`config.mk`:
```
export PLATFORM = sky130hd
export DESIGN_NAME = mem_port_arbiter_flat
export DESIGN_NICKNAME = d
export VERILOG_FILES = /design/src/rtl/mem_port_arbiter_pkg.sv /design/src/rtl/mem_port_arbiter_if.sv /design/src/rtl/arb_perf_counters.sv /design/src/rtl/mem_port_arbiter.sv /design/src/flat_wrapper.sv
export SDC_FILE = /design/constraint.sdc
export NUM_CORES = 1
export LEC_CHECK = 0
export ABC_AREA = 1
export BUFFER_PORTS_ARGS = -buffer_cell sky130_fd_sc_hd__buf_2
export CORE_AREA = 2 2 155 157
export CTS_CLUSTER_SIZE = 20
export DETAILED_ROUTE_END_ITERATION = 10
export DIE_AREA = 0 0 157 159
export PLACE_DENSITY = 0.59
export SYNTH_ARGS = -nofsm -noshare
export SYNTH_HDL_FRONTEND = slang
export SYNTH_SLANG_ARGS = --single-unit
export TNS_END_PERCENT = 20
```
`constraint.sdc`:
```
create_clock -name clk -period 8.8 [get_ports clk]
set_input_delay 1.32 -clock clk [delete_from_list [all_inputs] [get_ports clk]]
set_output_delay 1.32 -clock clk [all_outputs]
set_load 0.1 [all_outputs]
```
`src/rtl/mem_port_arbiter_pkg.sv`:
```
// Shared types and constants for the IF/MEM memory-port arbiter.
// State codes, timeout counter width and the latched memory command layout.
package mem_port_arbiter_pkg;

   localparam int ARB_TIMEOUT_W = 8;

   // Fetches always go out as full-word accesses.
   localparam logic [2:0] MTYPE_WORD = 3'd0;

   typedef enum logic [1:0] {
      ARB_IDLE    = 2'd0,
      ARB_IFETCH  = 2'd1,
      ARB_DACCESS = 2'd2
   } arb_state_t;

   typedef struct packed {
      logic        we;
      logic [31:0] addr;
      logic [31:0] wdata;
      logic [2:0]  mtype;
   } mem_cmd_t;

   // Stores return zero on the data read-back path.
   function automatic logic [31:0] load_data(input logic we, input logic [31:0] rdata);
      return we ? 32'h0 : rdata;
   endfunction

endpackage

```
`src/rtl/mem_port_arbiter_if.sv`:
```
// External memory port bundle: the arbiter is the master, the unified memory the slave.
interface mem_port_arbiter_if;

   logic        m_req;
   logic        m_we;
   logic [31:0] m_addr;
   logic [31:0] m_wdata;
   logic [2:0]  m_type;
   logic [31:0] m_rdata;
   logic        m_ack;

   modport master (
      output m_req, m_we, m_addr, m_wdata, m_type,
      input  m_rdata, m_ack
   );

   modport slave (
      input  m_req, m_we, m_addr, m_wdata, m_type,
      output m_rdata, m_ack
   );

endinterface

```
`src/rtl/arb_perf_counters.sv`:
```
// Wrapping 32-bit event counters for the arbiter; only exists when MEM_ARB_PERF_CNT_EN is defined.
`ifdef MEM_ARB_PERF_CNT_EN
module arb_perf_counters (
   input  logic        clk,
   input  logic        rst,
   input  logic        i_if_valid,
   input  logic        i_d_valid,
   input  logic        i_stall,
   output logic [31:0] o_if_cnt,
   output logic [31:0] o_d_cnt,
   output logic [31:0] o_stall_cnt
);

   logic [31:0] r_if_cnt;
   logic [31:0] r_d_cnt;
   logic [31:0] r_stall_cnt;

   always_ff @(posedge clk or posedge rst) begin
      if (rst) begin
         r_if_cnt    <= 32'h0;
         r_d_cnt     <= 32'h0;
         r_stall_cnt <= 32'h0;
      end else begin
         if (i_if_valid) r_if_cnt    <= r_if_cnt + 32'd1;
         if (i_d_valid)  r_d_cnt     <= r_d_cnt + 32'd1;
         if (i_stall)    r_stall_cnt <= r_stall_cnt + 32'd1;
      end
   end

   assign o_if_cnt    = r_if_cnt;
   assign o_d_cnt     = r_d_cnt;
   assign o_stall_cnt = r_stall_cnt;

endmodule
`endif

```
`src/rtl/mem_port_arbiter.sv`:
```
// Shares one memory port between instruction fetch and data access, data first with a fetch-starvation cap.
// Define MEM_ARB_PERF_CNT_EN to build the perf counters; otherwise perf_* outputs read zero.
module mem_port_arbiter
   import mem_port_arbiter_pkg::*;
#(
   parameter int MAX_DBURST = 4,
   parameter int TIMEOUT    = 255
) (
   input  logic        clk,
   input  logic        rst,

   input  logic        i_if_req,
   input  logic [31:0] i_if_addr,
   input  logic        i_if_flush,
   output logic [31:0] o_if_rdata,
   output logic        o_if_valid,
   output logic        o_if_stall,

   input  logic        i_d_req,
   input  logic        i_d_we,
   input  logic [31:0] i_d_addr,
   input  logic [31:0] i_d_wdata,
   input  logic [2:0]  i_d_type,
   output logic [31:0] o_d_rdata,
   output logic        o_d_valid,
   output logic        o_d_stall,

   mem_port_arbiter_if.master mem,

   output logic        o_err_timeout,
   output logic [31:0] o_perf_if_cnt,
   output logic [31:0] o_perf_d_cnt,
   output logic [31:0] o_perf_stall_cnt
);

   localparam int                       DB_W      = $clog2(MAX_DBURST + 1);
   localparam logic [DB_W-1:0]          DB_MAX    = DB_W'(MAX_DBURST);
   localparam logic [ARB_TIMEOUT_W-1:0] WAIT_LAST = ARB_TIMEOUT_W'(TIMEOUT - 1);

   arb_state_t               r_state,    w_state_next;
   logic [DB_W-1:0]          r_dburst,   w_dburst_next;
   logic [ARB_TIMEOUT_W-1:0] r_wait,     w_wait_next;
   logic                     r_cancel,   w_cancel_next;
   mem_cmd_t                 r_cmd,      w_cmd_next;
   logic                     r_m_req,    w_m_req_next;
   logic                     r_if_valid, w_if_valid_next;
   logic [31:0]              r_if_rdata, w_if_rdata_next;
   logic                     r_d_valid,  w_d_valid_next;
   logic [31:0]              r_d_rdata,  w_d_rdata_next;
   logic                     r_err,      w_err_next;

   logic            w_force_if;
   logic            w_grant_d;
   logic            w_grant_if;
   logic            w_timeout;
   logic [DB_W-1:0] w_dburst_inc;

   // A fetch that has watched MAX_DBURST data grants go by wins the next slot.
   assign w_force_if   = i_if_req && (r_dburst == DB_MAX);
   assign w_grant_d    = i_d_req && !w_force_if;
   assign w_grant_if   = !w_grant_d && i_if_req;
   assign w_timeout    = (r_wait == WAIT_LAST);
   assign w_dburst_inc = (r_dburst == DB_MAX) ? DB_MAX : r_dburst + 1'b1;

   always_comb begin
      w_state_next    = r_state;
      w_dburst_next   = r_dburst;
      w_wait_next     = r_wait;
      w_cancel_next   = r_cancel;
      w_cmd_next      = r_cmd;
      w_m_req_next    = r_m_req;
      w_if_valid_next = 1'b0;
      w_if_rdata_next = r_if_rdata;
      w_d_valid_next  = 1'b0;
      w_d_rdata_next  = r_d_rdata;
      w_err_next      = r_err;

      case (r_state)
         ARB_IDLE: begin
            w_wait_next   = '0;
            w_cancel_next = 1'b0;
            if (w_grant_d) begin
               w_state_next  = ARB_DACCESS;
               w_m_req_next  = 1'b1;
               w_cmd_next    = '{we: i_d_we, addr: i_d_addr, wdata: i_d_wdata, mtype: i_d_type};
               w_dburst_next = i_if_req ? w_dburst_inc : '0;
            end else if (w_grant_if) begin
               w_state_next  = ARB_IFETCH;
               w_m_req_next  = 1'b1;
               w_cmd_next    = '{we: 1'b0, addr: i_if_addr, wdata: 32'h0, mtype: MTYPE_WORD};
               w_dburst_next = '0;
            end else begin
               w_dburst_next = '0;
            end
         end

         ARB_IFETCH: begin
            // Memory cannot abort, so a redirect only hides the result when it lands.
            if (i_if_flush) w_cancel_next = 1'b1;
            if (mem.m_ack) begin
               w_state_next    = ARB_IDLE;
               w_m_req_next    = 1'b0;
               w_if_valid_next = !(r_cancel || i_if_flush);
               w_if_rdata_next = mem.m_rdata;
            end else if (w_timeout) begin
               w_state_next    = ARB_IDLE;
               w_m_req_next    = 1'b0;
               w_if_valid_next = !(r_cancel || i_if_flush);
               w_if_rdata_next = 32'h0;
               w_err_next      = 1'b1;
            end else begin
               w_wait_next = r_wait + 1'b1;
            end
         end

         ARB_DACCESS: begin
            if (mem.m_ack) begin
               w_state_next   = ARB_IDLE;
               w_m_req_next   = 1'b0;
               w_d_valid_next = 1'b1;
               w_d_rdata_next = load_data(r_cmd.we, mem.m_rdata);
            end else if (w_timeout) begin
               w_state_next   = ARB_IDLE;
               w_m_req_next   = 1'b0;
               w_d_valid_next = 1'b1;
               w_d_rdata_next = 32'h0;
               w_err_next     = 1'b1;
            end else begin
               w_wait_next = r_wait + 1'b1;
            end
         end

         default: begin
            w_state_next = ARB_IDLE;
            w_m_req_next = 1'b0;
         end
      endcase
   end

   always_ff @(posedge clk or posedge rst) begin
      if (rst) begin
         r_state    <= ARB_IDLE;
         r_dburst   <= '0;
         r_wait     <= '0;
         r_cancel   <= 1'b0;
         r_cmd      <= '0;
         r_m_req    <= 1'b0;
         r_if_valid <= 1'b0;
         r_if_rdata <= 32'h0;
         r_d_valid  <= 1'b0;
         r_d_rdata  <= 32'h0;
         r_err      <= 1'b0;
      end else begin
         r_state    <= w_state_next;
         r_dburst   <= w_dburst_next;
         r_wait     <= w_wait_next;
         r_cancel   <= w_cancel_next;
         r_cmd      <= w_cmd_next;
         r_m_req    <= w_m_req_next;
         r_if_valid <= w_if_valid_next;
         r_if_rdata <= w_if_rdata_next;
         r_d_valid  <= w_d_valid_next;
         r_d_rdata  <= w_d_rdata_next;
         r_err      <= w_err_next;
      end
   end

   assign mem.m_req   = r_m_req;
   assign mem.m_we    = r_cmd.we;
   assign mem.m_addr  = r_cmd.addr;
   assign mem.m_wdata = r_cmd.wdata;
   assign mem.m_type  = r_cmd.mtype;

   assign o_if_rdata    = r_if_rdata;
   assign o_if_valid    = r_if_valid;
   assign o_if_stall    = i_if_req & ~r_if_valid;
   assign o_d_rdata     = r_d_rdata;
   assign o_d_valid     = r_d_valid;
   assign o_d_stall     = i_d_req & ~r_d_valid;
   assign o_err_timeout = r_err;

`ifdef MEM_ARB_PERF_CNT_EN
   arb_perf_counters u_perf (
      .clk         (clk),
      .rst         (rst),
      .i_if_valid  (r_if_valid),
      .i_d_valid   (r_d_valid),
      .i_stall     (o_if_stall | o_d_stall),
      .o_if_cnt    (o_perf_if_cnt),
      .o_d_cnt     (o_perf_d_cnt),
      .o_stall_cnt (o_perf_stall_cnt)
   );
`else
   assign o_perf_if_cnt    = 32'h0;
   assign o_perf_d_cnt     = 32'h0;
   assign o_perf_stall_cnt = 32'h0;
`endif

endmodule

```
`src/flat_wrapper.sv`:
```
// flat-port wrapper written by rule: the top's interface ports become plain ports
module mem_port_arbiter_flat import mem_port_arbiter_pkg::*;
#(
   parameter int MAX_DBURST = 4,
   parameter int TIMEOUT    = 255
)
  (clk, rst, i_if_req, i_if_addr, i_if_flush, o_if_rdata, o_if_valid, o_if_stall, i_d_req, i_d_we, i_d_addr, i_d_wdata, i_d_type, o_d_rdata, o_d_valid, o_d_stall, o_err_timeout, o_perf_if_cnt, o_perf_d_cnt, o_perf_stall_cnt, mem_m_req, mem_m_we, mem_m_addr, mem_m_wdata, mem_m_type, mem_m_rdata, mem_m_ack);
  mem_port_arbiter_if mem_i ();
  input  logic clk;
  input  logic rst;
  input  logic i_if_req;
  input  logic [31:0] i_if_addr;
  input  logic i_if_flush;
  output logic [31:0] o_if_rdata;
  output logic o_if_valid;
  output logic o_if_stall;
  input  logic i_d_req;
  input  logic i_d_we;
  input  logic [31:0] i_d_addr;
  input  logic [31:0] i_d_wdata;
  input  logic [2:0] i_d_type;
  output logic [31:0] o_d_rdata;
  output logic o_d_valid;
  output logic o_d_stall;
  output logic o_err_timeout;
  output logic [31:0] o_perf_if_cnt;
  output logic [31:0] o_perf_d_cnt;
  output logic [31:0] o_perf_stall_cnt;
  output wire logic [$bits(mem_i.m_req)-1:0] mem_m_req;
  output wire logic [$bits(mem_i.m_we)-1:0] mem_m_we;
  output wire logic [$bits(mem_i.m_addr)-1:0] mem_m_addr;
  output wire logic [$bits(mem_i.m_wdata)-1:0] mem_m_wdata;
  output wire logic [$bits(mem_i.m_type)-1:0] mem_m_type;
  input wire logic [$bits(mem_i.m_rdata)-1:0] mem_m_rdata;
  input wire logic [$bits(mem_i.m_ack)-1:0] mem_m_ack;
  assign mem_m_req = mem_i.m_req;
  assign mem_m_we = mem_i.m_we;
  assign mem_m_addr = mem_i.m_addr;
  assign mem_m_wdata = mem_i.m_wdata;
  assign mem_m_type = mem_i.m_type;
  assign mem_i.m_rdata = mem_m_rdata;
  assign mem_i.m_ack = mem_m_ack;
  mem_port_arbiter #(.MAX_DBURST(MAX_DBURST), .TIMEOUT(TIMEOUT)) u_core (.clk(clk), .rst(rst), .i_if_req(i_if_req), .i_if_addr(i_if_addr), .i_if_flush(i_if_flush), .o_if_rdata(o_if_rdata), .o_if_valid(o_if_valid), .o_if_stall(o_if_stall), .i_d_req(i_d_req), .i_d_we(i_d_we), .i_d_addr(i_d_addr), .i_d_wdata(i_d_wdata), .i_d_type(i_d_type), .o_d_rdata(o_d_rdata), .o_d_valid(o_d_valid), .o_d_stall(o_d_stall), .mem(mem_i), .o_err_timeout(o_err_timeout), .o_perf_if_cnt(o_perf_if_cnt), .o_perf_d_cnt(o_perf_d_cnt), .o_perf_stall_cnt(o_perf_stall_cnt));
endmodule
```
[Word-level counts from Yosys, hierarchy flattened]
Cells that the tools add are included.
Cells by class
  add/subtract/negate cells: 2
  equality and inequality tests: 9
  muxes and demuxes: 30
  bitwise operators: 5
  reduce and logical (&&, ||, !) cells: 20
Operator list (count)
  $mux 68: 2
  $mux 32: 4
  $mux 8: 2
  $pmux 8 s2: 1
  $mux 1: 11
  $reduce_and 2->1: 5
  $mux 3: 3
  $add 8x1->8 const B: 1
  $eq 8x8->1 const B: 1
  $mux 2: 4
  $reduce_bool 2->1: 4
  $ne 2x2->1 const B: 3
  $ne 3x1->1 const B: 2
  $reduce_and 3->1: 2
  $pmux 1 s2: 2
  $pmux 2 s2: 1
  $add 3x1->3 const B: 1
  $eq 3x3->1 const B: 1
  $logic_and 1x1->1: 3
  $logic_not 1->1: 3
  $not 1->1: 3
  $and 1x1->1: 2
  $eq 2x1->1 const B: 1
  $eq 2x2->1 const B: 1
  other kinds (3): 3
Storage, ports and cells
  bits in registers: 150
  bits of input ports: 138
  output and inout bits: 234
  logic and storage cells: 80

[Logic depth before layout (Yosys ltp)]
  word-level depth: 9
  gate-level depth with buffers: 10
  mapped depth without buffers: 9

[Worst setup path after synthesis]
Ideal clock, no wire load.
  path kind: in2out
  start: input i_d_req
  end: output o_d_stall
  arrival: 2.612 ns
  required time: 7.480 ns
  path slack: 4.868 ns
  stages: 2
  path buffers: 0
  cell sequence: inv_1 nor2_1
Between the ends
  cells in the longest elaborated chain, start to end: 1
Ends and longest elaborated chain
  start: declaration: line flat_wrapper.sv:17  | input logic i_d_req;
  $and 1x1->1: line mem_port_arbiter.sv:179  | assign o_d_stall = i_d_req & ~r_d_valid;
  end: declaration: line flat_wrapper.sv:24  | output logic o_d_stall;
Every way passes these cells.

[Worst setup path in the final report]
  start: input i_if_req
  end: output o_if_stall
Between the ends
  cells in the longest elaborated chain, start to end: 1
Ends and longest elaborated chain
  start: declaration: line flat_wrapper.sv:11  | input logic i_if_req;
  $and 1x1->1: line mem_port_arbiter.sv:176  | assign o_if_stall = i_if_req & ~r_if_valid;
  end: declaration: line flat_wrapper.sv:16  | output logic o_if_stall;
Every way passes these cells.

==> results_tabular.tex <==
\begin{tabular}{lr}
\hline
Metric & Value \\
\hline
\multicolumn{2}{l}{\textbf{Placed design}} \\
\quad Minimum setup slack after placement & 5370 ps \\
\quad Number of port buffers & 275 \\
\quad GPL Wtd Cong & 0.770 \\
\quad Detailed Place HPWL & 13800 um \\
\multicolumn{2}{l}{\textbf{Yosys}} \\
\quad Distinct cell type count of the synthesized netlist & 28 \\
\quad Flip-flop and latch count after synthesis & 150 \\
\quad Sequential cell area fraction in the yosys report & 51.4\% \\
\quad Yosys warning total & 0 \\
\quad Asr flop ratio synth & 100\% \\
\quad Post-synth EDFFs & 0 \\
\quad Cell area after synthesis & 7310 um\^{}2 \\
\quad Synth Instances & 839 \\
\quad Average cell area after synthesis & 8.71 um\^{}2 \\
\quad Top\_reg\_cell synth & sky130\_fd\_sc\_hd\_\_dfrtp\_1 \\
\multicolumn{2}{l}{\textbf{Worst setup path}} \\
\quad Capturing point of the worst reg2reg path & u\_core.mem.m\_we \\
\quad Nature of the critical path endpoint & output pin \\
\quad Dominant delay contributor by cell family on the critical path & buffers and inverters \\
\quad Biggest cell delay along the critical path & 440 ps \\
\quad Crit-path max FO & 4 \\
\quad CP required & 7480 ps \\
\quad CP arrival & 2100 ps \\
\quad Crit-path most repeated cell & sky130\_fd\_sc\_hd\_\_buf\_2 \\
\quad Critical path cell sequence & buf\_2 -> inv\_1 -> nor2\_1 -> buf\_2 \\
\quad Critical register-to-register path startpoint & u\_core.r\_dburst[0] \\
\quad Buffers plus inverters on the worst setup path & 3 \\
\quad Reg-to-reg slack, setup & 6500 ps \\
\quad Slowest-stage cell, CP & sky130\_fd\_sc\_hd\_\_buf\_2 \\
\quad Cells on worst reg2reg path & 9 \\
\quad Type of the setup path with the least slack & primary input to output pin \\
\quad Critical path launch point type & primary input \\
\multicolumn{2}{l}{\textbf{Floorplanning}} \\
\quad Initial core utilization & 31.5\% \\
\quad Placeable core area & 23200 um\^{}2 \\
\quad Total Die Area & 25000 um\^{}2 \\
\quad Die X & 157 um \\
\quad Number of core rows & 56 \\
\quad Height of the chip & 159 um \\
\quad Number of ports placed on the die boundary & 372 \\
\multicolumn{2}{l}{\textbf{CTS}} \\
\quad TritonCTS sink count & 150 \\
\quad TritonCTS buffer count & 17 \\
\quad Clk root buf & sky130\_fd\_sc\_hd\_\_clkbuf\_16 \\
\quad Clk\_lat worst skew & 430 ps \\
\quad \# hold bufs at CTS & 0 \\
\quad Resized cells post-CTS & 0 \\
\quad Buffers from clock root to sink, at most & 2 \\
\quad CTS tree & built \\
\quad Clk slew on worst S/H paths & 70 ps \\
\quad Count of H-tree levels built during CTS & 4 \\
\quad Number of buffers inserted to repair setup after CTS & 0 \\
\multicolumn{2}{l}{\textbf{GRT}} \\
\quad GR Util All Layers & 15.9\% \\
\quad Initial antenna violation count & 1 \\
\quad Number of global-route vias before repair & 5982 \\
\quad Maximum number of pins on one net before global-route repair & 104 \\
\quad Overflow left after global routing & 0 \\
\quad First-pass GRT wire length & 31400 um \\
\multicolumn{2}{l}{\textbf{Timing}} \\
\quad Highest clock rate & 292 MHz \\
\quad Final max-slew violation count & 0 \\
\quad Headroom to the max-slew limit & 31.4\% \\
\quad Ratio of final minimum period to clock period & 38.9\% \\
\quad Final setup violation count & 0 \\
\quad Worst path setup slack after routing & 5380 ps \\
\quad Unrepaired setup endpoints after global routing & false \\
\quad Transition time of the tightest slew-check pin & 1030 ps \\
\quad Final hold violation count & 0 \\
\quad Clock skew & 22.9 ps \\
\quad Post-route setup TNS & 0 ps \\
\quad Tmin final & 3420 ps \\
\multicolumn{2}{l}{\textbf{Routing}} \\
\quad Residual antenna-violating net count after detailed routing & 0 \\
\quad Final WL & 20100 um \\
\quad Iteration-0 DRC count of the detailed router & 310 \\
\quad Detailed-route vias per instance & 4.36 \\
\quad Routed via count & 6192 \\
\quad First drt pass iteration count & 4 \\
\quad Wirelength per Cell & 14.2 um \\
\quad Post-route DRC violation count & 0 \\
\multicolumn{2}{l}{\textbf{Final layout}} \\
\quad Area overhead of the layout relative to synthesis & 24.8\% \\
\quad Number of nets at the end of the flow & 1233 \\
\quad Fraction of final layout cells sized beyond drive strength 1 & 30.5\% \\
\quad Count of inserted antenna diode cells & 0 \\
\multicolumn{2}{l}{\textbf{Min path}} \\
\quad Count of cells along the worst hold path & 1 \\
\quad Worst hold path type & flip-flop to flip-flop \\
\quad Capture endpoint of the worst hold path & u\_core.o\_if\_valid \\
\quad Hold Startpoint & u\_core.r\_cancel \\
\multicolumn{2}{l}{\textbf{Flow run}} \\
\quad Maximum Capacitance Violations & 0 \\
\multicolumn{2}{l}{\textbf{Status}} \\
\quad Run status & complete, no violations \\
\hline
\end{tabular}
cell usage in the layout, fill, tap and decap left out, drive strengths merged:
cell	n
xor2	1
o21bai	1
dfrtp	150
inv	97
nand4	32
nor2	41
o21a	1
nand3b	1
a31o	1
or2	1
clkinv	3
ha	8
o22ai	3
nand2	167
nand3	84
nor3	1
a31oi	32
buf	282
clkinvlp	1
clkbuf	17
bufinv	2
o21ai	77
a21boi	1
conb	96
flip-flops by register name, summed over array words and instances (netlist names), 2 cells and up:
name / count
u_core.mem.m_addr: 32
u_core.mem.m_wdata: 32
u_core.o_d_rdata: 32
u_core.o_if_rdata: 32
u_core.r_wait: 8
u_core.mem.m_type: 3
u_core.r_dburst: 3
u_core.r_state: 2
cell families after synthesis:
logic type                 Yosys count  share of synthesized area [%]
adders and majority gates            8                           1.37
buffers and inverters              236                           18.1
other                                1                         0.0513
and+or+nand+nor                    327                           19.6
AOI/OAI and AO/OA                  116                           9.36
DFF                                150                           51.4
xor gates and xnor gates             1                          0.120
layer usage:
metal	global-route usage (%)	up-vias	part of all wire [%]
li1	-	3016	-
met1	19.7	2904	43
met5	0	-	0
met2	26.6	260	48
met3	4.44	12	7.8
met4	5.38	0	1.6
worst register-to-register path: stages, from the launching register on:
cell,delay [ps]
sky130_fd_sc_hd__dfrtp_1,350
sky130_fd_sc_hd__inv_1,70
sky130_fd_sc_hd__ha_1,210
sky130_fd_sc_hd__nand3_1,70
sky130_fd_sc_hd__nand2_1,50
sky130_fd_sc_hd__buf_4,240
sky130_fd_sc_hd__inv_2,500
sky130_fd_sc_hd__buf_4,500
sky130_fd_sc_hd__nand3_1,130
sky130_fd_sc_hd__o21ai_0,100
Yosys cell counts, types with 2 or more instances:
cell type | count | area [um^2]
sky130_fd_sc_hd__nand4_1 | 32 | 200
sky130_fd_sc_hd__o21ai_0 | 67 | 335
sky130_fd_sc_hd__nand3_1 | 84 | 420
sky130_fd_sc_hd__a31oi_1 | 32 | 200
sky130_fd_sc_hd__o21ai_2 | 10 | 87.6
sky130_fd_sc_hd__buf_4 | 99 | 743
sky130_fd_sc_hd__nor2_1 | 40 | 150
sky130_fd_sc_hd__nand2_2 | 3 | 18.8
sky130_fd_sc_hd__dfrtp_1 | 150 | 3750
sky130_fd_sc_hd__buf_6 | 6 | 67.6
sky130_fd_sc_hd__nand2_1 | 164 | 616
sky130_fd_sc_hd__buf_2 | 16 | 80.1
sky130_fd_sc_hd__o22ai_1 | 3 | 18.8
sky130_fd_sc_hd__clkbuf_1 | 25 | 93.8
sky130_fd_sc_hd__inv_1 | 87 | 327
sky130_fd_sc_hd__ha_1 | 8 | 100
sky130_fd_sc_hd__buf_1 | 2 | 7.51
final cells by class:
cell class | instances | area, um^2
clock buffers | 17 | 425
clock inverters | 15 | 181
fillers | 2382 | 14100
inverters | 88 | 335
multi-input cells | 548 | 2600
flip-flops and latches | 150 | 3750
well taps | 319 | 399
repair buffers | 282 | 1430
stage by stage:
stage                     area, um^2  std cells  hold slack (ps)  utilization [%]
after floorplan                 7660        934              434                -
after global placement          8510       1387              445             36.7
after detailed placement        8510       1387              450             36.7
after CTS                       9120       1419              459             39.3
after global routing            9120       1419              477             39.3
final                           9120       1419              462             39.3
worst max path at each step:
stage	endpoint	cells after the start	start
detailed placement	u_core.o_d_rdata[0]	5	mem_m_ack
finish	o_if_stall	4	i_if_req
global placement	o_d_stall	4	i_d_req
global route	o_if_stall	4	i_if_req
floorplan	u_core.mem.m_addr[0]	1	rst
CTS	o_if_stall	4	i_if_req
Power is not shown: default switching activity piles up to over one toggle a cycle in this logic, so the estimate is an artifact.
